`config.mk`:
```
export PLATFORM = sky130hd
export DESIGN_NAME = tone_sequencer
export DESIGN_NICKNAME = d
export VERILOG_FILES = /design/src/rtl/tone_seq_pkg.sv /design/src/rtl/half_period_divider.sv /design/src/rtl/tone_sequencer.sv
export SDC_FILE = /design/constraint.sdc
export NUM_CORES = 1
export LEC_CHECK = 0
export BUFFER_PORTS_ARGS = -buffer_cell sky130_fd_sc_hd__buf_2
export CELL_PAD_IN_SITES_DETAIL_PLACEMENT = 1
export CELL_PAD_IN_SITES_GLOBAL_PLACEMENT = 1
export CORE_MARGIN = 2
export CORE_UTILIZATION = 50
export CTS_CLUSTER_DIAMETER = 120
export CTS_CLUSTER_SIZE = 25
export DETAILED_ROUTE_END_ITERATION = 10
export GPL_TIMING_DRIVEN = 0
export PLACE_DENSITY_LB_ADDON = 0.12
export REMOVE_ABC_BUFFERS = 1
export SLEW_MARGIN = 20
export SYNTH_ARGS = -nofsm -noshare
export SYNTH_HDL_FRONTEND = slang
export SYNTH_SLANG_ARGS = --single-unit
```
`constraint.sdc`:
```
create_clock -name clk -period 7.32 [get_ports clk]
set_input_delay 0.366 -clock clk [delete_from_list [all_inputs] [get_ports clk]]
set_output_delay 0.366 -clock clk [all_outputs]
set_load 0.05 [all_outputs]
```
`src/rtl/tone_seq_pkg.sv`:
```
// Shared types and default sizing for the tone sequencer slice.
package tone_seq_pkg;

    localparam int unsigned DEF_CNT_W     = 24;
    localparam int unsigned DEF_NUM_STEPS = 8;
    localparam int unsigned DEF_IDX_W     = $clog2(DEF_NUM_STEPS);

    typedef enum logic [1:0] {
        IDLE,
        LOAD,
        RUN,
        DONE
    } seq_state_t;

    typedef struct packed {
        logic [DEF_CNT_W-1:0] half_period;
        logic [7:0]           repeats;
    } step_entry_t;

    // A repeat count of zero plays the step once.
    function automatic logic [7:0] eff_repeats(input logic [7:0] r);
        return (r == 8'd0) ? 8'd1 : r;
    endfunction

endpackage

```
`src/rtl/half_period_divider.sv`:
```
// Loadable down-counter; tick marks the last cycle of a half period.
module half_period_divider
    import tone_seq_pkg::*;
#(
    parameter int unsigned CNT_W = DEF_CNT_W
) (
    input  logic             clk,
    input  logic             rst_n,
    input  logic             load,
    input  logic [CNT_W-1:0] load_val,
    output logic             tick
);

    logic [CNT_W-1:0] cnt;

    // Count down to zero and hold there until reloaded.
    always_ff @(posedge clk) begin
        if (!rst_n) begin
            cnt <= '0;
        end else if (load) begin
            cnt <= load_val;
        end else if (cnt != '0) begin
            cnt <= cnt - CNT_W'(1);
        end
    end

    assign tick = (cnt == '0);

endmodule

```
`src/rtl/tone_sequencer.sv`:
```
// Programmable square-wave tone sequencer: steps through a table of
// {half_period, repeats} entries and drives a single square-wave output.
module tone_sequencer
    import tone_seq_pkg::*;
#(
    parameter int unsigned CLOCK_FREQUENCY = 12000000,
    parameter int unsigned NUM_STEPS       = DEF_NUM_STEPS,
    parameter int unsigned CNT_W           = DEF_CNT_W,
    localparam int unsigned IDX_W          = $clog2(NUM_STEPS)
) (
    input  logic             clk,
    input  logic             rst_n,
    input  logic             cfg_we,
    input  logic [IDX_W-1:0] cfg_addr,
    input  logic [CNT_W-1:0] cfg_half_period,
    input  logic [7:0]       cfg_repeats,
    input  logic             start,
    input  logic             stop,
    input  logic             loop_en,
    output logic             busy,
    output logic             done,
    output logic [IDX_W-1:0] step_idx,
    output logic             sq_wave
);

    typedef struct packed {
        logic [CNT_W-1:0] half_period;
        logic [7:0]       repeats;
    } entry_t;

    localparam logic [CNT_W-1:0] DEF_HALF = CNT_W'(CLOCK_FREQUENCY / 2);
    localparam logic [IDX_W-1:0] LAST_IDX = IDX_W'(NUM_STEPS - 1);

    entry_t           step_tbl [NUM_STEPS];
    entry_t           cur;
    seq_state_t       state;
    logic [CNT_W-1:0] reload;
    logic [7:0]       remaining;
    logic             div_load;
    logic [CNT_W-1:0] div_load_val;
    logic             tick;

    assign cur = step_tbl[step_idx];

    // Step table: reset restores a single 1 Hz period; writes only while idle.
    always_ff @(posedge clk) begin
        if (!rst_n) begin
            for (int unsigned i = 0; i < NUM_STEPS; i++) begin
                step_tbl[i] <= (i == 0) ? entry_t'{DEF_HALF, 8'd1} : '0;
            end
        end else if (cfg_we && !busy) begin
            step_tbl[cfg_addr] <= entry_t'{cfg_half_period, cfg_repeats};
        end
    end

    // Divider reload: a fresh half period on LOAD, the stored one on every RUN tick.
    always_comb begin
        div_load     = 1'b0;
        div_load_val = reload;
        if (state == LOAD) begin
            div_load     = 1'b1;
            div_load_val = cur.half_period - CNT_W'(1);
        end else if (state == RUN && tick) begin
            div_load = 1'b1;
        end
    end

    half_period_divider #(
        .CNT_W(CNT_W)
    ) u_div (
        .clk      (clk),
        .rst_n    (rst_n),
        .load     (div_load),
        .load_val (div_load_val),
        .tick     (tick)
    );

    // Sequencer FSM with registered outputs.
    always_ff @(posedge clk) begin
        if (!rst_n) begin
            state     <= IDLE;
            sq_wave   <= 1'b0;
            busy      <= 1'b0;
            done      <= 1'b0;
            step_idx  <= '0;
            remaining <= '0;
            reload    <= '0;
        end else begin
            done <= 1'b0;
            if (stop) begin
                state    <= IDLE;
                sq_wave  <= 1'b0;
                busy     <= 1'b0;
                step_idx <= '0;
            end else begin
                case (state)
                    IDLE: begin
                        sq_wave <= 1'b0;
                        if (start) begin
                            state    <= LOAD;
                            busy     <= 1'b1;
                            step_idx <= '0;
                        end
                    end
                    LOAD: begin
                        if (cur.half_period == '0) begin
                            state   <= DONE;
                            done    <= 1'b1;
                            sq_wave <= 1'b0;
                        end else begin
                            state     <= RUN;
                            sq_wave   <= 1'b1;
                            reload    <= cur.half_period - CNT_W'(1);
                            remaining <= eff_repeats(cur.repeats);
                        end
                    end
                    RUN: begin
                        if (tick) begin
                            if (sq_wave) begin
                                sq_wave <= 1'b0;
                            end else if (remaining > 8'd1) begin
                                remaining <= remaining - 8'd1;
                                sq_wave   <= 1'b1;
                            end else if (step_idx == LAST_IDX) begin
                                state <= DONE;
                                done  <= 1'b1;
                            end else begin
                                step_idx <= step_idx + IDX_W'(1);
                                state    <= LOAD;
                            end
                        end
                    end
                    DONE: begin
                        sq_wave  <= 1'b0;
                        step_idx <= '0;
                        if (loop_en) begin
                            state <= LOAD;
                        end else begin
                            state <= IDLE;
                            busy  <= 1'b0;
                        end
                    end
                    default: begin
                        state <= IDLE;
                        busy  <= 1'b0;
                    end
                endcase
            end
        end
    end

endmodule
```
# Word-level counts from Yosys, hierarchy flattened
# Memory sizes are Yosys's and may differ from the RTL's. A register that Yosys moved wholly into a read port is not among the register bits.
# Cells that the tools add are included.
dict set report word_totals {
  reg_bits 64
  ram_bits 256
  in_bits 41
  out_inout_bits 6
  wordCells 97
  memories 1
}
dict set report op_classes {
  addsub 4
  magnitude_cmp 1
  eq_ne 12
  muxes 48
  bitwise_logic 3
  n_reduce_logical 20
}
# name words width rd rd_clocked_by_memory_dff write_ports line_no
set mem_list {}
lappend mem_list {step_tbl 8 32 1 1 8 tone_sequencer.sv:34} ;# entry_t step_tbl [NUM_STEPS];
# operator n
set ops {}
lappend ops {{2-to-1 mux 24 bit} 3}
lappend ops {{zero test 24 bit} 2}
lappend ops {{subtractor 24 x 1 -> 24 bit, second input constant} 2}
lappend ops {{2-to-1 mux 8 bit} 5}
lappend ops {{2-to-1 mux 32 bit} 1}
lappend ops {{OR reduction 32 bit} 1}
lappend ops {{2-to-1 mux 3 bit} 8}
lappend ops {{nonzero test 24 bit} 1}
lappend ops {{2-to-1 mux 1 bit} 20}
lappend ops {{case mux 8 bit (2 select lines)} 1}
lappend ops {{!= test 2 bit, second input constant} 7}
lappend ops {{AND reduction 6 bit} 2}
lappend ops {{2-to-1 mux 2 bit} 5}
lappend ops {{case mux 3 bit (3 select lines)} 1}
lappend ops {{> comparator 8 x 1 -> 1 bit, second input constant} 1}
lappend ops {{zero test 8 bit} 1}
lappend ops {{case mux 2 bit (4 select lines)} 1}
lappend ops {{subtractor 8 x 1 -> 8 bit, second input constant} 1}
lappend ops {{AND reduction 3 bit} 2}
lappend ops {{nonzero test 2 bit} 3}
lappend ops {{== test 2 bit, second input constant} 2}
lappend ops {{case mux 1 bit (2 select lines)} 2}
lappend ops {{AND reduction 4 bit} 1}
lappend ops {{OR reduction 2 bit} 2}
lappend ops {{10 further kinds} 13}

# Depth between registers and ports, before layout
dict set report logic_depth {
  depth_word 8
  mapped_depth 12
  mapped_depth_nobuf 9
}

# Hierarchy
# Synthesis repeated with hierarchy kept, for this count alone.
dict set report hier_totals {
  cells_unflattened 1199
  hier_area_um2 15608.7
}
# mod instances cells_per_inst area_per_inst_um2 seq_area_each_um2
set by_module_without_submodules {}
lappend by_module_without_submodules {tone_sequencer 1 1037 14247.4 8548.2}
lappend by_module_without_submodules {half_period_divider 1 162 1361.3 480.5}

# Worst setup path after synthesis
# Ideal clock, no wire load.
dict set report synth_timing {
  path_kind {input -> register}
  from {input port rst_n}
  to {memory step_tbl[2][0] (netlist name) (enable)}
  setup_time_ns 0.466
  t_arrival_ns 3.463
  t_required_ns 6.854
  setup_slack_ns 3.392
  stages 5
  path_buffers 2
  cell_sequence {clkbuf_1 -> nand2_1 -> or3_1 -> clkbuf_1 -> o21ai_0}
}
# element line_no
set synth_lines {}
lappend synth_lines {{from (decl)} tone_sequencer.sv:12} ;# input logic rst_n,
lappend synth_lines {{to (decl)} tone_sequencer.sv:34}

==> run summary <==
For the worst relative slew slack, the log shows 28.3%. Share of Yosys cell area claimed by the top area cell type: 49.4%. The share of final-layout standard cells stronger than drive strength 1 was 18.3%; the relative contribution of sequential cells to total power was 56.4%.

The leakage power figure is 5.98 nW. The type of the tightest min-delay check was primary input to flop. Sorting the synthesized cells by area gives the leading types as sky130_fd_sc_hd__edfxtp_1 49%, sky130_fd_sc_hd__and2_1 10%, sky130_fd_sc_hd__mux4_2 9.3%.

The worst path uses 59.0% of the clock period. The tree is rooted in a sky130_fd_sc_hd__clkbuf_16. The routed length per instance is 24.9 um, and the hold-fix buffer count after cts is 0. The tools report the arrival time of data at the critical path endpoint as 4780 ps. The run gives 0 as the number of failing hold endpoints at the final stage. Measured along the y axis, the die boundary spans 180 um.

The worst path meets setup with 3000 ps of slack. Based on the critical path, the design can be clocked at up to 0.232 GHz. The max-slew violation count is 0. The placed instances occupy a cell area of 16,800 um^2. The remaining antenna violation count after routing was 0. After synthesis, the mean cell area works out to 13.1 um^2.

For the routed wire length, the log shows 40,000 um. The mapped netlist covers 15,600 um^2. The final design utilization came out at 56.5%.

Post-CTS repair changed the size of 0 cells. In this run the power density over the cells is 224 nW/um^2. The number of diodes was 0.

For the design internal power, the log shows 2.80 mW. In this run, synthesis produced a sequential element count of 323. The clock network is responsible for 25.6% of the overall power. TritonCTS built the clock tree.

The synthesized netlist cell count is 1,184. The CTS clock-pin slew for the worst setup and hold paths is 110 ps, and the via density per instance is 6.00. The tools report the clock latency of the later-clocked register in the worst-skew pair as 530 ps. The clock passes through at most 3 buffers.

The via total after detailed routing is 9,664, and the effective utilization at floorplan is 50.9%. Once placement completed, the tool counted placed cells totaling 1,588. The logs give 0 ps for the aggregate negative setup slack and 27,500 um for the post-DP HPWL. The flow ran to the end, and the final reports show no timing, DRC or antenna violations. 47 I/O pins were placed.

The x dimension of the die was 180 um; the pre-CTS worst setup slack was 3010 ps. The die covers 32,600 um^2. Setup repair after global routing left no endpoint under its margin. The post-layout instance count excluding filler cells was 1,610; the transition time of the tightest slew-check pin was 1080 ps. The run gives 1,264 as the final-stage net count. The logs give 4 for the initial antenna violation count and 65 for the distinct cell type count after synthesis. The largest total area in the synthesized netlist belongs to sky130_fd_sc_hd__edfxtp_1.

The first-pass detailed-route iteration total was 5. Switching portion of total power: 27.6%. At the end of routability-driven placement, the weighted congestion stood at 0.764.

The commonest cells after synthesis are 256 x sky130_fd_sc_hd__edfxtp_1, 249 x sky130_fd_sc_hd__and2_1, 67 x sky130_fd_sc_hd__dfxtp_1. The combinational fraction of design power is 18.0%, and the number of buffers added on ports is 46. The total overflow left after global routing is 0. The first-pass GRT wire length was 62,800 um.

The run gives 1 as the total number of H-tree levels. STA classifies the critical path endpoint as a flop. Number of post-CTS setup repair buffers: 0. The critical path is of the flop to flop type. The clock arrives with 18.6 ps of skew. Row generation in the floorplan step produced 64 rows.

The count of final setup violators is 0. Summed over all nets, the switching power comes to 1.07 mW. The detailed router finished its first iteration with 824 violations.

The run gives 3.87 mW as the total chip power. In this run, synthesis inferred 256 flip-flops with an integrated enable. Sequential elements use 58.0% of the synthesized area. STA puts the critical path data required time at 7780 ps. The number of clock buffers added by TritonCTS is 16.

CTS saw 323 sinks. In the synthesized netlist the async set-or-reset flop fraction comes to 0%. The signed area change from the synthesized netlist to the final layout came out at 11.0%. The total area inside the core boundary comes to 30,600 um^2.

Total DRC errors in the routed layout: 0. The top flip-flop cell by instance count after synthesis is sky130_fd_sc_hd__edfxtp_1. Across the VDD grid, the largest voltage drop is 172 uV. The tools report the finished layout cell area as 17,300 um^2. The tools report the kind of start point of the critical path as a flop.

Along the worst path, the maximum fanout reaches 33. The tools report the Yosys warning count as 0. The number of global-route vias before repair was 10,400; the number of violations of the max-capacitance limit was 0. The routed design could run at a clock period as short as 4320 ps. Entering global routing, the biggest net connects 65 pins. The most common cell in the synthesized netlist is sky130_fd_sc_hd__edfxtp_1. The logs give 25.1% for the global-route usage over all layers and 169 ps for the worst hold slack across all endpoints.
[routing by layer]
layer | track usage, % | vias up | share of wire [%]
met1 | 33.4 | 5023 | 43
met5 | 0 | - | 0.060
met3 | 3.09 | 54 | 3.9
li1 | - | 4406 | -
met4 | 4.94 | 4 | 1.9
met2 | 44.5 | 177 | 51
[power by group through the flow]
stage                     Sequential (mW)  Clock, mW  Combinational [mW]
after floorplan                      2.21          0               0.467
after global placement               2.23          0               0.629
after detailed placement             2.22          0               0.691
after CTS                            2.18       1.01               0.697
after global routing                 2.20       1.06               0.774
final                                2.18      0.992               0.696
[worst max-delay path, stage by stage (launching register included)]
cell	delay, ps
sky130_fd_sc_hd__dfxtp_4	750
sky130_fd_sc_hd__buf_16	330
sky130_fd_sc_hd__mux4_2	560
sky130_fd_sc_hd__mux2i_1	570
sky130_fd_sc_hd__nand4_2	350
sky130_fd_sc_hd__nor4_4	660
sky130_fd_sc_hd__a311oi_2	480
sky130_fd_sc_hd__nand2_1	320
sky130_fd_sc_hd__mux2i_1	200
[cell families after synthesis]
| group | after synthesis | synth area share [%] |
|---|---|---|
| AO/OA/AOI/OAI | 136 | 5.75 |
| XOR/XNOR | 39 | 2.19 |
| adder cells (fa/ha/maj) | 13 | 1.05 |
| buffers and inverters | 82 | 2.44 |
| flip-flops | 323 | 58.0 |
| multiplexers | 108 | 12.4 |
| AND/OR/NAND/NOR | 483 | 18.2 |
[layout by cell type (no fill, tap or decap), types with 23 or more instances in the layout]
| cell | instances |
|---|---|
| sky130_fd_sc_hd__a21oi_1 | 26 |
| sky130_fd_sc_hd__mux2i_1 | 32 |
| sky130_fd_sc_hd__buf_2 | 45 |
| sky130_fd_sc_hd__nand3_1 | 24 |
| sky130_fd_sc_hd__edfxtp_1 | 256 |
| sky130_fd_sc_hd__mux4_2 | 64 |
| sky130_fd_sc_hd__nand2_1 | 54 |
| sky130_fd_sc_hd__xnor2_1 | 23 |
| sky130_fd_sc_hd__dfxtp_1 | 64 |
| sky130_fd_sc_hd__and2_1 | 249 |
| sky130_fd_sc_hd__nor2_1 | 40 |
[flip-flops by register name (all words and copies together), names as in the netlist, named ones only]
name	cells
busy	1
remaining	8
u_div.cnt	24
step_tbl	256
reload	24
state	2
sq_wave	1
done	1
step_idx	3
[final cells by class]
type / instances / area [um^2]
Clock buffer: 20 / 415
Clock inverter: 2 / 20.0
Fill cell: 2995 / 13300
Inverter: 11 / 41.3
Multi-Input combinational cell: 779 / 6310
Sequential cell: 323 / 9040
Tap cell: 396 / 495
Timing Repair Buffer: 79 / 948
[worst paths after layout]
check	from	end	slack [ps]	cells past startpoint
max	flop	remaining[0]$_SDFFE_PN0P_	3000	8
min	loop_en	state[0]$_SDFFE_PP0P_	170	3
max reg2reg	flop	remaining[0]$_SDFFE_PN0P_	3000	8
min reg2reg	reload[4]$_SDFFE_PN0P_	reload[4]$_SDFFE_PN0P_	450	2
Power figures use the tool's default switching activity.
